**src/rtl/fixed_div_seq_if.sv**
```systemverilog
// Handshake and operand/result bundle for the sequential fixed-point divider.
// The master side supplies operands and consumes results; the slave side is the divider.
interface fixed_div_seq_if #(
    parameter int WIDTH = 25
);
    logic                    in_valid;
    logic                    in_ready;
    logic signed [WIDTH-1:0] dividend;
    logic signed [WIDTH-1:0] divisor;
    logic                    out_valid;
    logic                    out_ready;
    logic signed [WIDTH-1:0] quotient;
    logic                    overflow;
    logic                    div_by_zero;

    modport master (
        output in_valid, dividend, divisor, out_ready,
        input  in_ready, out_valid, quotient, overflow, div_by_zero
    );

    modport slave (
        input  in_valid, dividend, divisor, out_ready,
        output in_ready, out_valid, quotient, overflow, div_by_zero
    );
endinterface

```
**src/rtl/fixed_div_seq.sv**
```systemverilog
// Iterative signed fixed-point divider: quotient = round(dividend * 2^FRAC_BITS / divisor).
// Restoring division on magnitudes, one quotient bit per cycle, one extra bit for rounding,
// then sign restore with saturation. Fixed latency independent of operand values.
module fixed_div_seq #(
    parameter int WIDTH     = 25,
    parameter int FRAC_BITS = 14
) (
    input logic            clk,
    input logic            rstn,
    fixed_div_seq_if.slave bus
);
    localparam int N  = WIDTH + FRAC_BITS + 1;
    localparam int CW = $clog2(N + 1);
    localparam logic [CW-1:0] N_CNT   = CW'(N);
    localparam logic [CW-1:0] CNT_ONE = CW'(1);
    localparam logic signed [WIDTH-1:0] MAX_POS = {1'b0, {(WIDTH-1){1'b1}}};
    localparam logic signed [WIDTH-1:0] MIN_NEG = {1'b1, {(WIDTH-1){1'b0}}};

    typedef enum logic [1:0] {IDLE, CALC, FINISH, DONE} state_t;

    state_t                  state;
    logic [CW-1:0]           cnt;
    logic                    in_ready_r;
    logic                    out_valid_r;
    logic signed [WIDTH-1:0] quotient_r;
    logic                    overflow_r;
    logic                    div_by_zero_r;

    // Numerator bits leave at the MSB while quotient bits enter at the LSB, so after
    // N steps this register holds the full (unrounded) quotient magnitude.
    logic [N-1:0]            nq;
    // The stored remainder is always below |divisor| <= 2^(WIDTH-1), so WIDTH bits
    // suffice; the shifted trial value below is WIDTH+1 bits.
    logic [WIDTH-1:0]        rem;
    logic [WIDTH-1:0]        dvs_mag;
    logic                    sign;
    logic                    num_neg;
    logic                    num_zero;
    logic                    dvs_zero;

    logic [WIDTH:0]          rem_sh;
    logic [WIDTH:0]          diff;
    logic                    take;
    logic [WIDTH-1:0]        rem_nxt;
    logic                    accept;

    // Two's complement magnitude; the most negative value maps to 2^(WIDTH-1).
    function automatic logic [WIDTH-1:0] abs_mag(input logic signed [WIDTH-1:0] v);
        logic [WIDTH-1:0] neg_v;
        neg_v = $unsigned(-v);
        return v[WIDTH-1] ? neg_v : $unsigned(v);
    endfunction

    // Drop the half bit and round half away from zero on the magnitude.
    function automatic logic [N-1:0] round_mag(input logic [N-1:0] q);
        return (q >> 1) + {{(N-1){1'b0}}, q[0]};
    endfunction

    // Apply sign and clamp to the representable range; returns {quotient, overflow}.
    function automatic logic [WIDTH:0] saturate(input logic [N-1:0] mag, input logic neg);
        logic [N-1:0]     lim;
        logic [WIDTH-1:0] low;
        lim = neg ? {{(N-WIDTH){1'b0}}, MIN_NEG} : {{(N-WIDTH){1'b0}}, MAX_POS};
        low = mag[WIDTH-1:0];
        if (mag > lim)
            return {(neg ? MIN_NEG : MAX_POS), 1'b1};
        else if (neg)
            return {-low, 1'b0};
        else
            return {low, 1'b0};
    endfunction

    assign accept = (state == IDLE) && bus.in_valid;

    // Trial subtraction for one restoring step; the borrow bit decides the quotient bit.
    always_comb begin
        rem_sh  = {rem, nq[N-1]};
        diff    = rem_sh - {1'b0, dvs_mag};
        take    = ~diff[WIDTH];
        rem_nxt = take ? diff[WIDTH-1:0] : rem_sh[WIDTH-1:0];
    end

    // Datapath registers: operand capture on accept, one shift/subtract per CALC cycle.
    always_ff @(posedge clk) begin
        if (accept) begin
            sign     <= bus.dividend[WIDTH-1] ^ bus.divisor[WIDTH-1];
            num_neg  <= bus.dividend[WIDTH-1];
            num_zero <= (bus.dividend == '0);
            dvs_zero <= (bus.divisor == '0);
            dvs_mag  <= abs_mag(bus.divisor);
            nq       <= {abs_mag(bus.dividend), {(FRAC_BITS+1){1'b0}}};
            rem      <= '0;
        end else if (state == CALC) begin
            nq  <= {nq[N-2:0], take};
            rem <= rem_nxt;
        end
    end

    // Control FSM with registered handshake outputs and result registers.
    always_ff @(posedge clk or negedge rstn) begin
        if (!rstn) begin
            state         <= IDLE;
            cnt           <= '0;
            in_ready_r    <= 1'b1;
            out_valid_r   <= 1'b0;
            quotient_r    <= '0;
            overflow_r    <= 1'b0;
            div_by_zero_r <= 1'b0;
        end else begin
            case (state)
                IDLE: begin
                    if (bus.in_valid) begin
                        cnt        <= N_CNT;
                        in_ready_r <= 1'b0;
                        state      <= CALC;
                    end
                end
                CALC: begin
                    cnt <= cnt - 1'b1;
                    if (cnt == CNT_ONE)
                        state <= FINISH;
                end
                FINISH: begin
                    if (dvs_zero) begin
                        quotient_r    <= num_zero ? '0 : (num_neg ? MIN_NEG : MAX_POS);
                        overflow_r    <= 1'b0;
                        div_by_zero_r <= 1'b1;
                    end else begin
                        {quotient_r, overflow_r} <= saturate(round_mag(nq), sign);
                        div_by_zero_r            <= 1'b0;
                    end
                    out_valid_r <= 1'b1;
                    state       <= DONE;
                end
                DONE: begin
                    if (bus.out_ready) begin
                        out_valid_r <= 1'b0;
                        in_ready_r  <= 1'b1;
                        state       <= IDLE;
                    end
                end
                default: state <= IDLE;
            endcase
        end
    end

    assign bus.in_ready    = in_ready_r;
    assign bus.out_valid   = out_valid_r;
    assign bus.quotient    = quotient_r;
    assign bus.overflow    = overflow_r;
    assign bus.div_by_zero = div_by_zero_r;
endmodule

```
**src/flat_wrapper.sv**
```systemverilog
// flat-port wrapper written by rule: the top's interface ports become plain ports
module fixed_div_seq_flat 
#(
    parameter int WIDTH     = 25,
    parameter int FRAC_BITS = 14
)
  (clk, rstn, bus_in_valid, bus_dividend, bus_divisor, bus_out_ready, bus_in_ready, bus_out_valid, bus_quotient, bus_overflow, bus_div_by_zero);
  fixed_div_seq_if #(.WIDTH(WIDTH)) bus_i ();
  input logic clk;
  input logic rstn;
  input wire logic [$bits(bus_i.in_valid)-1:0] bus_in_valid;
  input wire logic [$bits(bus_i.dividend)-1:0] bus_dividend;
  input wire logic [$bits(bus_i.divisor)-1:0] bus_divisor;
  input wire logic [$bits(bus_i.out_ready)-1:0] bus_out_ready;
  output wire logic [$bits(bus_i.in_ready)-1:0] bus_in_ready;
  output wire logic [$bits(bus_i.out_valid)-1:0] bus_out_valid;
  output wire logic [$bits(bus_i.quotient)-1:0] bus_quotient;
  output wire logic [$bits(bus_i.overflow)-1:0] bus_overflow;
  output wire logic [$bits(bus_i.div_by_zero)-1:0] bus_div_by_zero;
  assign bus_i.in_valid = bus_in_valid;
  assign bus_i.dividend = bus_dividend;
  assign bus_i.divisor = bus_divisor;
  assign bus_i.out_ready = bus_out_ready;
  assign bus_in_ready = bus_i.in_ready;
  assign bus_out_valid = bus_i.out_valid;
  assign bus_quotient = bus_i.quotient;
  assign bus_overflow = bus_i.overflow;
  assign bus_div_by_zero = bus_i.div_by_zero;
  fixed_div_seq #(.WIDTH(WIDTH), .FRAC_BITS(FRAC_BITS)) u_core (.clk(clk), .rstn(rstn), .bus(bus_i));
endmodule
```
**config.mk**
```make
export PLATFORM = sky130hd
export DESIGN_NAME = fixed_div_seq_flat
export DESIGN_NICKNAME = d
export VERILOG_FILES = /design/src/rtl/fixed_div_seq_if.sv /design/src/rtl/fixed_div_seq.sv /design/src/flat_wrapper.sv
export SDC_FILE = /design/constraint.sdc
export NUM_CORES = 1
export LEC_CHECK = 0
export ABC_CLOCK_PERIOD_IN_PS = 9700
export CORE_MARGIN = 2
export CORE_UTILIZATION = 40
export CTS_CLUSTER_SIZE = 25
export DETAILED_ROUTE_END_ITERATION = 8
export HOLD_SLACK_MARGIN = 0.05
export MAX_ROUTING_LAYER = met4
export SLEW_MARGIN = 15
export SYNTH_ARGS = -nofsm -noshare
export SYNTH_HDL_FRONTEND = slang
export SYNTH_SLANG_ARGS = --single-unit
```
**constraint.sdc**
```tcl
create_clock -name clk -period 9.7 [get_ports clk]
set_input_delay 1.455 -clock clk [delete_from_list [all_inputs] [get_ports clk]]
set_output_delay 1.455 -clock clk [all_outputs]
set_load 0.005 [all_outputs]
```
==> flow_summary_export.csv <==
group,metric,value,unit
run_status,status,"completed",
global_route,grt_pass1_vias,7971,
drt,wl_per_cell,15.99,microns
finish,fin_util,0.4686,
cts,cts_resized,0,
finish,synthToLayoutAreaGrowth,16.19,%
sta,rsz0062_at_grt,"no",
sta,finalSetupViolCount,0,
place,hpwl,18370,microns
global_route,grt-ovfl-total,0,
power_and_ir_drop,vdd_drop_max,0.1151,mV
finish,diodes,0,
finish,nets,1332,
synthesis,seq_area_frac_synth,0.3327,
synthesis,syn_avg_cell_area,8.628,sq um
cts,clk_path_buf_depth,2,
cts,numCtsBuffers,17,
sta,max_freq,0.1695,GHz
synthesis,ys_ff_latch,131,
drt,remaining_drc_errors,0,
sta,drv_slew,0,
finish,layout_commonest_cell,"o21ai_0",
sta,tns,0,ns
synthesis,ys_types,85,
drt,routed_wl,24930,microns
die,die_y,162.7,microns
place,io_buffers,82,
cts,cts_tree,"done",
global_route,grt_pass1_wl,41160,microns
setup_path,arrival,6.19,ns
synthesis,yosysWarnings,0,
setup_path,cp-end-kind,"register",
drt,antenna_left,0,
hold_path,hp-class,"reg2reg",
sta,period_needed,5.900,ns
die,core_area,24960,sq um
cts,clk_pin_slew,0.06,ns
power_and_ir_drop,power.density,312.0,nW/um^2
place,gp_congestion,0.8980,
setup_path,crit_fanout,21,
power_and_ir_drop,leakagePower,4.664,nW
drt,drtPass1Iterations,5,
finish,layout-drive-gt1-share,0.06021,
synthesis,synth_edf_count,54,
die,dieArea,26460,sq um
drt,vias_per_cell,5.533,
drt,drtIter0Drc,528,
synthesis,synthArstFlopShare,0.2824,
setup_path,worst_setup_path_start_kind,"register",
cts,htreeDepth,4,
die,die_w,162.7,microns
global_route,track_usage,0.1986,
sta,hold_viol_final,0,
setup_path,worstSetupPathType,"reg2reg",
cts,post_cts_buffers,0,
global_route,grt_max_degree,74,
cts,cts_root_buf,"clkbuf_16",
cts,insertion_delay,0.43,ns
sta,period_share,0.6082,
sta,worstMarginPinSlew,1.084,ns
synthesis,syn_nets,1283,
cts,postCtsHoldBufs,0,
drt,vias,8626,
die,rows,58,
setup_path,cp_data_required_time,9.99,ns
die,initial_utilization,0.4033,
cts,cts_sinks,131,
synthesis,syn_inst,1167,
die,ios,83,
job,maxCapViolations,0,
sta,fin_worst_skew,0.008716,ns
synthesis,ys.flop_type,"edfxtp_1",
synthesis,syn_area,10070,sq um
global_route,antenna_found_initial,0,
sta,slew_headroom,0.2762,
finish,layout_common_cells,"105 x o21ai_0, 96 x nand2_1, 81 x clkdlybuf4s50_1",
cell usage after synthesis, types with 19 or more instances:
cell / number / area share
nor3_1: 21 / 0.010
inv_1: 64 / 0.024
xor2_1: 37 / 0.032
o21ai_0: 105 / 0.052
edfxtp_1: 54 / 0.16
xnor2_1: 57 / 0.050
o31ai_1: 19 / 0.014
ha_1: 61 / 0.076
dfxtp_1: 40 / 0.080
dfrtp_1: 36 / 0.089
nand3_1: 68 / 0.034
nand2_1: 96 / 0.036
nand4_1: 19 / 0.012
a21oi_1: 76 / 0.038
mux2i_1: 49 / 0.049
clkbuf_1: 37 / 0.014
o211ai_1: 19 / 0.014
nor2_1: 67 / 0.025
through the flow:
step / cells / cell area, sq um / setup WS (ns) / hold WS [ns] / total power, mW
detailed placement: 1527 / 11110 / 3.825 / 0.4781 / 2.990
CTS: 1559 / 11700 / 3.827 / 0.4887 / 3.662
global placement: 1527 / 11110 / 4.105 / 0.4737 / 2.971
floorplan: 1167 / 10070 / 5.350 / 0.4505 / 2.447
global route: 1559 / 11700 / 3.264 / 0.5095 / 3.948
finish: 1559 / 11700 / 3.800 / 0.4862 / 3.650
power by group:
group	internal, mW	switching (mW)	total [mW]	leakage [nW]
Clock	0.404	0.258	0.661	0.283
Combinational	0.829	1.07	1.90	3.08
Sequential	0.842	0.247	1.09	1.30
Total	2.07	1.58	3.65	4.66
critical path, cell delays in order, from the launching register on:
cell,delay [ns]
dfxtp_1,0.35
ha_1,0.37
ha_1,0.39
nand3_1,0.24
nor4_2,0.80
nand4_1,0.20
xnor2_1,0.43
ha_1,0.32
and4_1,0.21
a311oi_1,0.25
o311ai_0,0.17
o31ai_1,0.28
nand4_1,0.58
or2_1,0.74
o21ai_0,0.31
o211ai_1,0.11
final timing paths:
kind                                    start                       to  slack (ns)  depth (start not counted)
worst max-delay path             u_core.nq[0]  u_core.bus.quotient[19]        3.80                         15
worst min-delay path            u_core.rem[9]            u_core.rem[9]        0.49                          2
worst max register to register   u_core.nq[0]  u_core.bus.quotient[19]        3.80                         15
worst min register to register  u_core.rem[9]            u_core.rem[9]        0.49                          2
max in group asynchronous                rstn  u_core.bus.quotient[14]        7.99                          1
min in group asynchronous                rstn            u_core.cnt[0]        1.16                          1
area by class of cell:
cell class | instances | area, sq um
Clock inverter | 13 | 157.7
Timing Repair Buffer | 91 | 883.3
Inverter | 67 | 251.5
Fill cell | 2456 | 13270
Multi-Input combinational cell | 908 | 6211
Clock buffer | 19 | 432.9
Tap cell | 330 | 412.9
Sequential cell | 131 | 3349
cell families (layout without fill, tap and decap cells):
| family | after synthesis | count (layout) | share of synthesized area |
|---|---|---|---|
| AND/OR/NAND/NOR | 369 | 369 | 0.1920 |
| AO/OA/AOI/OAI | 329 | 329 | 0.2083 |
| flip-flops | 131 | 131 | 0.3327 |
| buffers and inverters | 128 | 190 | 0.05319 |
| XOR/XNOR | 94 | 94 | 0.08177 |
| adder cells (fa/ha/maj) | 62 | 62 | 0.07779 |
| multiplexers | 54 | 54 | 0.05431 |
flip-flops by register name, summed over array words and instances, names as in the netlist, 2 cells and up:
register / flops
u_core.state: 2
u_core.nq: 40
u_core.rem: 25
u_core.dvs_mag: 25
u_core.bus.quotient: 25
u_core.cnt: 6
metal layers:
layer	wire length (microns)	global-route usage	share of wire
met1	12670	0.2798	0.51
met2	10850	0.2950	0.44
met3	871	0.02546	0.035
met4	540	0.06677	0.022
met5	0	-	0
No activity file was read; power rests on OpenSTA's default activity.
